<file path="src/rtl/eb1_axi_gpio_wr_bridge_pkg.sv">
// Shared constants, FSM state type and strobe-based lane selection for the
// EB1 AXI write to GPIO bridge.
package eb1_gpio_bridge_pkg;

  localparam logic [1:0] RESP_OKAY   = 2'b00;
  localparam logic [1:0] RESP_SLVERR = 2'b10;

  // Widest bus the lane selector handles; narrower buses are zero-extended.
  localparam int MAX_LANES = 16;

  typedef enum logic {
    ST_IDLE = 1'b0,
    ST_HOLD = 1'b1
  } state_t;

  // Lowest 32-bit lane with any strobe bit set; zero when no strobe is set.
  function automatic logic [31:0] sel_lane(
    input logic [MAX_LANES*32-1:0] data,
    input logic [MAX_LANES*4-1:0]  strb
  );
    logic [31:0] word;
    logic        found;
    word  = '0;
    found = 1'b0;
    for (int k = 0; k < MAX_LANES; k++) begin
      if (!found && (strb[4*k +: 4] != 4'b0000)) begin
        word  = data[32*k +: 32];
        found = 1'b1;
      end
    end
    return word;
  endfunction

endpackage

</file>
<file path="src/rtl/eb1_axi_gpio_wr_bridge_if.sv">
// AXI4 write-channel bundle (AW, W, B) between the EB1 LSU and the GPIO bridge.
interface eb1_axi_gpio_wr_bridge_if #(
  parameter int ID_W   = 4,
  parameter int ADDR_W = 32,
  parameter int DATA_W = 64
);
  // Handshake: a beat transfers on a rising clk edge where valid and ready are
  // both high; valid, once raised, holds with stable payload until that edge.
  logic              awvalid;
  logic              awready;
  logic [ID_W-1:0]   awid;
  logic [ADDR_W-1:0] awaddr;

  logic                wvalid;
  logic                wready;
  logic [DATA_W-1:0]   wdata;
  logic [DATA_W/8-1:0] wstrb;
  logic                wlast;

  logic            bvalid;
  logic            bready;
  logic [ID_W-1:0] bid;
  logic [1:0]      bresp;

  modport master (
    output awvalid, awid, awaddr, wvalid, wdata, wstrb, wlast, bready,
    input  awready, wready, bvalid, bid, bresp
  );

  modport slave (
    input  awvalid, awid, awaddr, wvalid, wdata, wstrb, wlast, bready,
    output awready, wready, bvalid, bid, bresp
  );
endinterface

</file>
<file path="src/rtl/eb1_axi_gpio_wr_bridge_fifo.sv">
// Single-clock synchronous FIFO; read data is valid whenever not empty.
module eb1_sync_fifo #(
  parameter int WIDTH = 32,
  parameter int DEPTH = 4
) (
  input  logic                     clk,
  input  logic                     rst_l,
  input  logic                     push,
  input  logic [WIDTH-1:0]         wdata,
  input  logic                     pop,
  output logic [WIDTH-1:0]         rdata,
  output logic                     full,
  output logic                     empty,
  output logic [$clog2(DEPTH):0]   level
);

  localparam int AW    = $clog2(DEPTH);
  localparam int LVL_W = AW + 1;

  logic [WIDTH-1:0] mem_q [DEPTH];
  logic [AW:0]      wptr_q, wptr_d;
  logic [AW:0]      rptr_q, rptr_d;
  logic             do_push;
  logic             do_pop;

  // Pointers carry one wrap bit so that full and empty are distinguishable.
  assign level   = wptr_q - rptr_q;
  assign full    = (level == LVL_W'(DEPTH));
  assign empty   = (level == '0);
  assign rdata   = mem_q[rptr_q[AW-1:0]];
  assign do_push = push & ~full;
  assign do_pop  = pop & ~empty;

  always_comb begin
    wptr_d = wptr_q;
    rptr_d = rptr_q;
    if (do_push) wptr_d = wptr_q + 1'b1;
    if (do_pop)  rptr_d = rptr_q + 1'b1;
  end

  always_ff @(posedge clk) begin
    if (!rst_l) begin
      wptr_q <= '0;
      rptr_q <= '0;
    end else begin
      wptr_q <= wptr_d;
      rptr_q <= rptr_d;
    end
  end

  always_ff @(posedge clk) begin
    if (do_push) mem_q[wptr_q[AW-1:0]] <= wdata;
  end

endmodule

</file>
<file path="src/rtl/eb1_axi_gpio_wr_bridge.sv">
// Bridges single-beat EB1 AXI writes onto the Caravel GPIO pads and LA mirror,
// holding each accepted word on the pads for a programmable number of cycles.
module eb1_axi_gpio_wr_bridge
  import eb1_gpio_bridge_pkg::*;
#(
  parameter int DATA_W = 64,
  parameter int ID_W   = 4,
  parameter int ADDR_W = 32,
  parameter int OUT_W  = 28,
  parameter int DEPTH  = 4,
  parameter int HOLD_W = 16
) (
  input  logic                      clk,
  input  logic                      rst_l,
  eb1_axi_gpio_wr_bridge_if.slave   axi,
  input  logic [ADDR_W-1:0]         win_base,
  input  logic [ADDR_W-1:0]         win_mask,
  input  logic [HOLD_W-1:0]         hold_cycles,
  output logic [OUT_W-1:0]          out_data,
  output logic [OUT_W-1:0]          out_oeb,
  output logic                      out_valid,
  output logic [31:0]               la_word,
  output logic [$clog2(DEPTH):0]    fifo_level,
  output state_t                    fsm_state
);

  logic fifo_full;
  logic fifo_empty;
  logic fifo_push;
  logic fifo_pop;
  logic [31:0] fifo_rdata;
  logic [31:0] push_word;

  logic b_free;
  logic accept;
  logic win_hit;
  logic wr_err;

  logic [MAX_LANES*32-1:0] data_ext;
  logic [MAX_LANES*4-1:0]  strb_ext;

  logic              bvalid_q, bvalid_d;
  logic [ID_W-1:0]   bid_q, bid_d;
  logic [1:0]        bresp_q, bresp_d;

  state_t            state_q, state_d;
  logic [HOLD_W-1:0] cnt_q, cnt_d;
  logic [OUT_W-1:0]  out_data_q, out_data_d;
  logic [OUT_W-1:0]  out_oeb_q, out_oeb_d;
  logic              out_valid_q, out_valid_d;
  logic [31:0]       la_word_q, la_word_d;
  logic              load;
  logic [HOLD_W-1:0] load_cnt;

  always_comb begin
    data_ext                = '0;
    strb_ext                = '0;
    data_ext[DATA_W-1:0]    = axi.wdata;
    strb_ext[DATA_W/8-1:0]  = axi.wstrb;
  end

  // AW and W are taken together, so each ready waits for both valids.
  assign b_free      = ~bvalid_q | axi.bready;
  assign accept      = rst_l & axi.awvalid & axi.wvalid & ~fifo_full & b_free;
  assign axi.awready = accept;
  assign axi.wready  = accept;

  assign win_hit   = ((axi.awaddr & win_mask) == win_base);
  assign wr_err    = ~win_hit | ~axi.wlast;
  assign fifo_push = accept & ~wr_err & (|axi.wstrb);
  assign push_word = sel_lane(data_ext, strb_ext);

  eb1_sync_fifo #(
    .WIDTH (32),
    .DEPTH (DEPTH)
  ) u_fifo (
    .clk   (clk),
    .rst_l (rst_l),
    .push  (fifo_push),
    .wdata (push_word),
    .pop   (fifo_pop),
    .rdata (fifo_rdata),
    .full  (fifo_full),
    .empty (fifo_empty),
    .level (fifo_level)
  );

  always_comb begin
    bvalid_d = bvalid_q;
    bid_d    = bid_q;
    bresp_d  = bresp_q;
    if (accept) begin
      bvalid_d = 1'b1;
      bid_d    = axi.awid;
      bresp_d  = wr_err ? RESP_SLVERR : RESP_OKAY;
    end else if (axi.bready) begin
      bvalid_d = 1'b0;
    end
  end

  // A word loads from IDLE, or back-to-back once the current hold expires.
  assign load     = ~fifo_empty & ((state_q == ST_IDLE) || (cnt_q == '0));
  assign fifo_pop = load;
  assign load_cnt = (hold_cycles == '0) ? '0 : hold_cycles - HOLD_W'(1);

  always_comb begin
    state_d     = state_q;
    cnt_d       = cnt_q;
    out_data_d  = out_data_q;
    out_oeb_d   = out_oeb_q;
    la_word_d   = la_word_q;
    out_valid_d = 1'b0;
    if (load) begin
      state_d     = ST_HOLD;
      cnt_d       = load_cnt;
      out_data_d  = fifo_rdata[OUT_W-1:0];
      la_word_d   = fifo_rdata;
      out_oeb_d   = '0;
      out_valid_d = 1'b1;
    end else if (state_q == ST_HOLD) begin
      if (cnt_q != '0) begin
        cnt_d = cnt_q - HOLD_W'(1);
      end else begin
        state_d   = ST_IDLE;
        out_oeb_d = '1;
      end
    end
  end

  always_ff @(posedge clk) begin
    if (!rst_l) begin
      bvalid_q    <= 1'b0;
      bid_q       <= '0;
      bresp_q     <= RESP_OKAY;
      state_q     <= ST_IDLE;
      cnt_q       <= '0;
      out_data_q  <= '0;
      out_oeb_q   <= '1;
      out_valid_q <= 1'b0;
      la_word_q   <= '0;
    end else begin
      bvalid_q    <= bvalid_d;
      bid_q       <= bid_d;
      bresp_q     <= bresp_d;
      state_q     <= state_d;
      cnt_q       <= cnt_d;
      out_data_q  <= out_data_d;
      out_oeb_q   <= out_oeb_d;
      out_valid_q <= out_valid_d;
      la_word_q   <= la_word_d;
    end
  end

  assign axi.bvalid = bvalid_q;
  assign axi.bid    = bid_q;
  assign axi.bresp  = bresp_q;
  assign out_data   = out_data_q;
  assign out_oeb    = out_oeb_q;
  assign out_valid  = out_valid_q;
  assign la_word    = la_word_q;
  assign fsm_state  = state_q;

endmodule

</file>
<file path="src/flat_wrapper.sv">
// flat-port wrapper written by rule: the top's interface ports become plain ports
module eb1_axi_gpio_wr_bridge_flat import eb1_gpio_bridge_pkg::*;
#(
  parameter int DATA_W = 64,
  parameter int ID_W   = 4,
  parameter int ADDR_W = 32,
  parameter int OUT_W  = 28,
  parameter int DEPTH  = 4,
  parameter int HOLD_W = 16
)
  (clk, rst_l, win_base, win_mask, hold_cycles, out_data, out_oeb, out_valid, la_word, fifo_level, fsm_state, axi_awvalid, axi_awid, axi_awaddr, axi_wvalid, axi_wdata, axi_wstrb, axi_wlast, axi_bready, axi_awready, axi_wready, axi_bvalid, axi_bid, axi_bresp);
  eb1_axi_gpio_wr_bridge_if #(.ID_W(ID_W), .ADDR_W(ADDR_W), .DATA_W(DATA_W)) axi_i ();
  input  logic clk;
  input  logic rst_l;
  input  logic [ADDR_W-1:0] win_base;
  input  logic [ADDR_W-1:0] win_mask;
  input  logic [HOLD_W-1:0] hold_cycles;
  output logic [OUT_W-1:0] out_data;
  output logic [OUT_W-1:0] out_oeb;
  output logic out_valid;
  output logic [31:0] la_word;
  output logic [$clog2(DEPTH):0] fifo_level;
  output state_t fsm_state;
  input wire logic [$bits(axi_i.awvalid)-1:0] axi_awvalid;
  input wire logic [$bits(axi_i.awid)-1:0] axi_awid;
  input wire logic [$bits(axi_i.awaddr)-1:0] axi_awaddr;
  input wire logic [$bits(axi_i.wvalid)-1:0] axi_wvalid;
  input wire logic [$bits(axi_i.wdata)-1:0] axi_wdata;
  input wire logic [$bits(axi_i.wstrb)-1:0] axi_wstrb;
  input wire logic [$bits(axi_i.wlast)-1:0] axi_wlast;
  input wire logic [$bits(axi_i.bready)-1:0] axi_bready;
  output wire logic [$bits(axi_i.awready)-1:0] axi_awready;
  output wire logic [$bits(axi_i.wready)-1:0] axi_wready;
  output wire logic [$bits(axi_i.bvalid)-1:0] axi_bvalid;
  output wire logic [$bits(axi_i.bid)-1:0] axi_bid;
  output wire logic [$bits(axi_i.bresp)-1:0] axi_bresp;
  assign axi_i.awvalid = axi_awvalid;
  assign axi_i.awid = axi_awid;
  assign axi_i.awaddr = axi_awaddr;
  assign axi_i.wvalid = axi_wvalid;
  assign axi_i.wdata = axi_wdata;
  assign axi_i.wstrb = axi_wstrb;
  assign axi_i.wlast = axi_wlast;
  assign axi_i.bready = axi_bready;
  assign axi_awready = axi_i.awready;
  assign axi_wready = axi_i.wready;
  assign axi_bvalid = axi_i.bvalid;
  assign axi_bid = axi_i.bid;
  assign axi_bresp = axi_i.bresp;
  eb1_axi_gpio_wr_bridge #(.DATA_W(DATA_W), .ID_W(ID_W), .ADDR_W(ADDR_W), .OUT_W(OUT_W), .DEPTH(DEPTH), .HOLD_W(HOLD_W)) u_core (.clk(clk), .rst_l(rst_l), .axi(axi_i), .win_base(win_base), .win_mask(win_mask), .hold_cycles(hold_cycles), .out_data(out_data), .out_oeb(out_oeb), .out_valid(out_valid), .la_word(la_word), .fifo_level(fifo_level), .fsm_state(fsm_state));
endmodule
</file>
<file path="config.mk">
export PLATFORM = sky130hd
export DESIGN_NAME = eb1_axi_gpio_wr_bridge_flat
export DESIGN_NICKNAME = d
export VERILOG_FILES = /design/src/rtl/eb1_axi_gpio_wr_bridge_pkg.sv /design/src/rtl/eb1_axi_gpio_wr_bridge_if.sv /design/src/rtl/eb1_axi_gpio_wr_bridge_fifo.sv /design/src/rtl/eb1_axi_gpio_wr_bridge.sv /design/src/flat_wrapper.sv
export SDC_FILE = /design/constraint.sdc
export NUM_CORES = 1
export LEC_CHECK = 0
export ABC_CLOCK_PERIOD_IN_PS = 12040
export BUFFER_PORTS_ARGS = -buffer_cell sky130_fd_sc_hd__buf_2
export CELL_PAD_IN_SITES_DETAIL_PLACEMENT = 0
export CELL_PAD_IN_SITES_GLOBAL_PLACEMENT = 1
export CORE_UTILIZATION = 44
export CTS_BUF_LIST = sky130_fd_sc_hd__clkbuf_4 sky130_fd_sc_hd__clkbuf_8
export CTS_CLUSTER_SIZE = 28
export DETAILED_ROUTE_END_ITERATION = 10
export MAX_ROUTING_LAYER = met4
export PLACE_DENSITY_LB_ADDON = 0.05
export SETUP_SLACK_MARGIN = 0.5
export SLEW_MARGIN = 10
export SYNTH_ARGS = -nofsm -noshare
export SYNTH_HDL_FRONTEND = slang
export SYNTH_SLANG_ARGS = --single-unit
</file>
<file path="constraint.sdc">
create_clock -name clk -period 12.04 [get_ports clk]
set_input_delay 1.806 -clock clk [delete_from_list [all_inputs] [get_ports clk]]
set_output_delay 1.806 -clock clk [all_outputs]
set_load 0.05 [all_outputs]
</file>
==> report_table.html <==
<table>
<tr><th>Metric</th><th>Value</th></tr>
<tr><th colspan="2">Final layout</th></tr>
<tr><td>FILL cells</td><td>1,801</td></tr>
<tr><td>Layout Utilization</td><td>53.6%</td></tr>
<tr><td>Post-route cell area</td><td>10,900 µm²</td></tr>
<tr><td>Final net count</td><td>1,175</td></tr>
<tr><td>Number of non-filler instances in the completed layout</td><td>1,253</td></tr>
<tr><td>Antenna diode count</td><td>0</td></tr>
<tr><td>Layout cell share with drive strength beyond 1</td><td>39.4%</td></tr>
<tr><td>Synth-to-Final Area Change</td><td>18.9%</td></tr>
<tr><th colspan="2">Synth</th></tr>
<tr><td>Warning count from the yosys run</td><td>0</td></tr>
<tr><td>EDFF count, synth</td><td>128</td></tr>
<tr><td>Syn Area/Cell</td><td>12.3 µm²</td></tr>
<tr><td>Cell accounting for the most synthesized area</td><td>sky130_fd_sc_hd__edfxtp_1</td></tr>
<tr><td>Synthesis-stage register bit count</td><td>193</td></tr>
<tr><td>Top cells by area, synth</td><td>sky130_fd_sc_hd__edfxtp_1 (42%), sky130_fd_sc_hd__dfxtp_1 (14%), sky130_fd_sc_hd__mux4_2 (7.9%)</td></tr>
<tr><td>Mapped cell area</td><td>9150 µm²</td></tr>
<tr><td>Leading cell type by number of instances after synthesis</td><td>sky130_fd_sc_hd__edfxtp_1</td></tr>
<tr><td>Netlist cell types</td><td>76</td></tr>
<tr><td>Mapped Nets</td><td>947</td></tr>
<tr><td>Leading register cell type out of synthesis</td><td>sky130_fd_sc_hd__edfxtp_1</td></tr>
<tr><td>Synth top area share</td><td>42.0%</td></tr>
<tr><td>Proportion of register bits with asynchronous set or reset after synthesis</td><td>0%</td></tr>
<tr><td>Sequential area share after synthesis</td><td>56.2%</td></tr>
<tr><td>Gate count of the mapped netlist</td><td>742</td></tr>
<tr><td>Post-synth top cells</td><td>sky130_fd_sc_hd__edfxtp_1 (128), sky130_fd_sc_hd__nand2_1 (91), sky130_fd_sc_hd__dfxtp_1 (65)</td></tr>
<tr><th colspan="2">Routing</th></tr>
<tr><td>First-pass iteration count of the detailed router</td><td>4</td></tr>
<tr><td>Final WL</td><td>22,500 µm</td></tr>
<tr><td>Highest routing layer actually used</td><td>met4</td></tr>
<tr><td>Number of antenna-violating nets in the routed design</td><td>0</td></tr>
<tr><td>Met2 routed wirelength</td><td>11,300 µm</td></tr>
<tr><td>Amount of wire on met3 after detailed routing</td><td>1290 µm</td></tr>
<tr><td>Number of violations reported at the end of detailed-routing iteration 0</td><td>401</td></tr>
<tr><td>Wire length on met1</td><td>9680 µm</td></tr>
<tr><td>Count of unresolved DRC violations after routing</td><td>0</td></tr>
<tr><td>Average detailed-routed wire length per instance</td><td>18.0 µm</td></tr>
<tr><td>Total via count in the routed design</td><td>6,687</td></tr>
<tr><td>Number of vias per cell after detailed routing</td><td>5.34</td></tr>
<tr><th colspan="2">STA</th></tr>
<tr><td>Worst hold margin</td><td>0.461 ns</td></tr>
<tr><td>Final cycle utilization of the critical path</td><td>39.4%</td></tr>
<tr><td>RSZ-0062 raised after global routing</td><td>no</td></tr>
<tr><td>Pins Over Slew Limit</td><td>0</td></tr>
<tr><td>Maximum clock frequency</td><td>0.211 GHz</td></tr>
<tr><td>Min Clock Period, post-route</td><td>4.74 ns</td></tr>
<tr><td>Setup TNS</td><td>0 ns</td></tr>
<tr><td>Relative max-transition margin</td><td>27.3%</td></tr>
<tr><td>Final worst clock skew</td><td>0.0198 ns</td></tr>
<tr><td>Final worst slack</td><td>7.30 ns</td></tr>
<tr><td>Slew at the pin with the worst max-slew slack</td><td>1.09 ns</td></tr>
<tr><td>Number of hold-slack violations in the final timing report</td><td>0</td></tr>
<tr><td>Number of failing setup endpoints in the final timing report</td><td>0</td></tr>
<tr><th colspan="2">Clock network</th></tr>
<tr><td>Root buf cell</td><td>sky130_fd_sc_hd__clkbuf_8</td></tr>
<tr><td>Number of buffers added by the clock tree synthesis step</td><td>17</td></tr>
<tr><td>TritonCTS clock tree</td><td>built</td></tr>
<tr><td>Clock buffer depth</td><td>2</td></tr>
<tr><td>Post-cts repair resize count</td><td>0</td></tr>
<tr><td>Number of H-tree branching levels</td><td>4</td></tr>
<tr><td>Insertion delay to the later sink of the worst-skew pair</td><td>0.47 ns</td></tr>
<tr><td>Clock input transition at the sequential cells of the worst setup and hold paths</td><td>0.10 ns</td></tr>
<tr><td>Total setup buffers inserted after CTS</td><td>0</td></tr>
<tr><td>Post-CTS Hold Buffers</td><td>0</td></tr>
<tr><td>Clock sink total</td><td>193</td></tr>
<tr><th colspan="2">Die</th></tr>
<tr><td>DIE AREA</td><td>21,400 µm²</td></tr>
<tr><td>Starting density of the core</td><td>45.1%</td></tr>
<tr><td>Io pins</td><td>296</td></tr>
<tr><td>Site row count</td><td>52</td></tr>
<tr><td>Area inside the core boundary</td><td>20,300 µm²</td></tr>
<tr><td>Die boundary height</td><td>146 µm</td></tr>
<tr><td>Overall die width</td><td>146 µm</td></tr>
<tr><th colspan="2">Setup path</th></tr>
<tr><td>Cell family with most CP delay</td><td>buffers and inverters</td></tr>
<tr><td>Startpoint kind of the worst setup timing path</td><td>input port</td></tr>
<tr><td>Cell with the most instances on the worst path</td><td>sky130_fd_sc_hd__buf_2</td></tr>
<tr><td>Critical Path Sink Type</td><td>output pin</td></tr>
<tr><td>Origin of the worst setup path</td><td>rst_l</td></tr>
<tr><td>Required time of the critical path</td><td>10.23 ns</td></tr>
<tr><td>Launch instance of the worst register-to-register path</td><td>u_core.u_fifo.wptr_q[0]</td></tr>
<tr><td>Cell type of the slowest stage on the worst timing path</td><td>sky130_fd_sc_hd__buf_2</td></tr>
<tr><td>Arrival time at the worst endpoint</td><td>2.94 ns</td></tr>
<tr><td>Worst stage delay on the critical path</td><td>0.30 ns</td></tr>
<tr><td>Maximum fanout along the worst path</td><td>15</td></tr>
<tr><td>Crit path buf inv count</td><td>3</td></tr>
<tr><td>Cell-by-cell trace of the critical path</td><td>buf_2 &gt; nand2_1 &gt; or2_4 &gt; clkinv_1 &gt; buf_2</td></tr>
<tr><td>Worst setup path category</td><td>input port to output pin</td></tr>
<tr><th colspan="2">Placed design</th></tr>
<tr><td>Final HPWL DP</td><td>15,900 µm</td></tr>
<tr><td>DP Worst Slack</td><td>6.84 ns</td></tr>
<tr><td>Post-place instance area</td><td>10,500 µm²</td></tr>
<tr><td>Global placement routability congestion</td><td>0.973</td></tr>
<tr><td># port buffers</td><td>294</td></tr>
<tr><td>Number of cells in the design after placement</td><td>1,221</td></tr>
<tr><th colspan="2">Hold path</th></tr>
<tr><td>Hold path start</td><td>u_core.la_word[29]</td></tr>
<tr><td>Worst Hold Class</td><td>register to register</td></tr>
<tr><th colspan="2">Status</th></tr>
<tr><td>Status</td><td>finished, final reports clean</td></tr>
<tr><th colspan="2">GRT</th></tr>
<tr><td>Via count of the first global-routing pass</td><td>6,575</td></tr>
<tr><td>All-layer global routing usage</td><td>22.0%</td></tr>
<tr><td>Number of antenna violations at the first check in global routing</td><td>2</td></tr>
<tr><td>Wire length of the first global-routing pass</td><td>35,500 µm</td></tr>
<tr><td>Pin count of the biggest net entering global routing</td><td>52</td></tr>
<tr><td>GRT Residual Overflow</td><td>0</td></tr>
<tr><th colspan="2">Run</th></tr>
<tr><td>Max-cap violations</td><td>0</td></tr>
<tr><th colspan="2">Pwr</th></tr>
<tr><td>Ratio of total power to cell area</td><td>242 nW/µm²</td></tr>
<tr><td>Power, Total</td><td>2.64 mW</td></tr>
<tr><td>Worst vdd rail ir drop</td><td>0.157 mV</td></tr>
<tr><td>Static power due to leakage</td><td>4.36 nW</td></tr>
</table>
tightest hold or removal path, stage by stage (launching register included):
cell and delay, ns:
sky130_fd_sc_hd__dfxtp_1 0.32, sky130_fd_sc_hd__nand2_1 0.05, sky130_fd_sc_hd__a21oi_1 0.05
sequential cells by signal, indices dropped and copies added (netlist names), named ones only:
name,cells
u_core.axi.bvalid,1
u_core.axi.bresp,1
u_core.la_word,5
u_core.axi.bid,4
u_core.cnt_q,16
u_core.u_fifo.rptr_q,3
u_core.out_valid,1
u_core.out_oeb,1
u_core.out_data,27
u_core.u_fifo.mem_q,128
u_core.u_fifo.wptr_q,3
u_core.fsm_state,1
layout make-up:
cell class	instances	area, µm²	share of cell area, %
clock buffer	18	241	2.22
clock inverter	14	159	1.46
inverter	17	63.8	0.586
multi-input combinational	442	3420	31.5
sequential	193	5150	47.3
tap	270	338	3.10
timing repair buffer	299	1510	13.9
cell families (layout without fill, tap and decap cells):
kind of cell / count (synthesis) / count (layout) / share of synthesized area, %
buf+inv: 107 / 348 / 6.82
mux: 36 / 36 / 8.31
compound gates: 162 / 162 / 12.4
xor+xnor: 22 / 22 / 2.28
fa+ha+maj: 11 / 11 / 1.59
other cells: 1 / 1 / 0.0410
flops: 193 / 193 / 56.2
simple gates: 210 / 210 / 12.4
layer usage:
layer | track usage, % | vias to the layer above
met5 | - | -
met4 | 4.64 | 0
met3 | 4.13 | 18
met2 | 37.9 | 251
met1 | 26.9 | 3222
li1 | - | 3196
cells in the final DEF (no fill, tap or decap), types with 6 or more instances in the layout:
master                     Yosys  routed
sky130_fd_sc_hd__nor3_1        6       6
sky130_fd_sc_hd__ha_1         10      10
sky130_fd_sc_hd__buf_2         6     294
sky130_fd_sc_hd__nor2_1       26      21
sky130_fd_sc_hd__dfxtp_1      65      63
sky130_fd_sc_hd__inv_6         0       6
sky130_fd_sc_hd__edfxtp_1    128     128
sky130_fd_sc_hd__a21boi_0     10      10
sky130_fd_sc_hd__and3_1       20      20
sky130_fd_sc_hd__o21ai_0      10      10
sky130_fd_sc_hd__a22o_1       32      32
sky130_fd_sc_hd__nand2_1      91      91
sky130_fd_sc_hd__a21o_1        6       6
sky130_fd_sc_hd__and3b_1       6       6
sky130_fd_sc_hd__nand3_1      11      11
sky130_fd_sc_hd__xnor2_1      13      13
sky130_fd_sc_hd__a21oi_1      59      59
sky130_fd_sc_hd__mux4_2       32      32
sky130_fd_sc_hd__clkbuf_8      0      17
sky130_fd_sc_hd__inv_1        15      15
sky130_fd_sc_hd__xor2_1        8       8
sky130_fd_sc_hd__o22a_1        7       7
where the power goes:
part	leakage, nW	internal (mW)	switching (mW)
Sequential	1.68	0.796	0.0986
Clock	0.200	0.160	0.256
Combinational	2.48	0.367	0.959
Total	4.36	1.32	1.31
path summary, 6_finish.rpt:
check                                to  slack [ns]  cells after the start
max                         axi_awready        7.30                      5
min                  u_core.la_word[29]        0.46                      2
max reg2reg  u_core.u_fifo.mem_q[2][17]        8.14                      9
min reg2reg          u_core.la_word[29]        0.46                      2
Note: power is estimated with default switching activity, not from simulation.
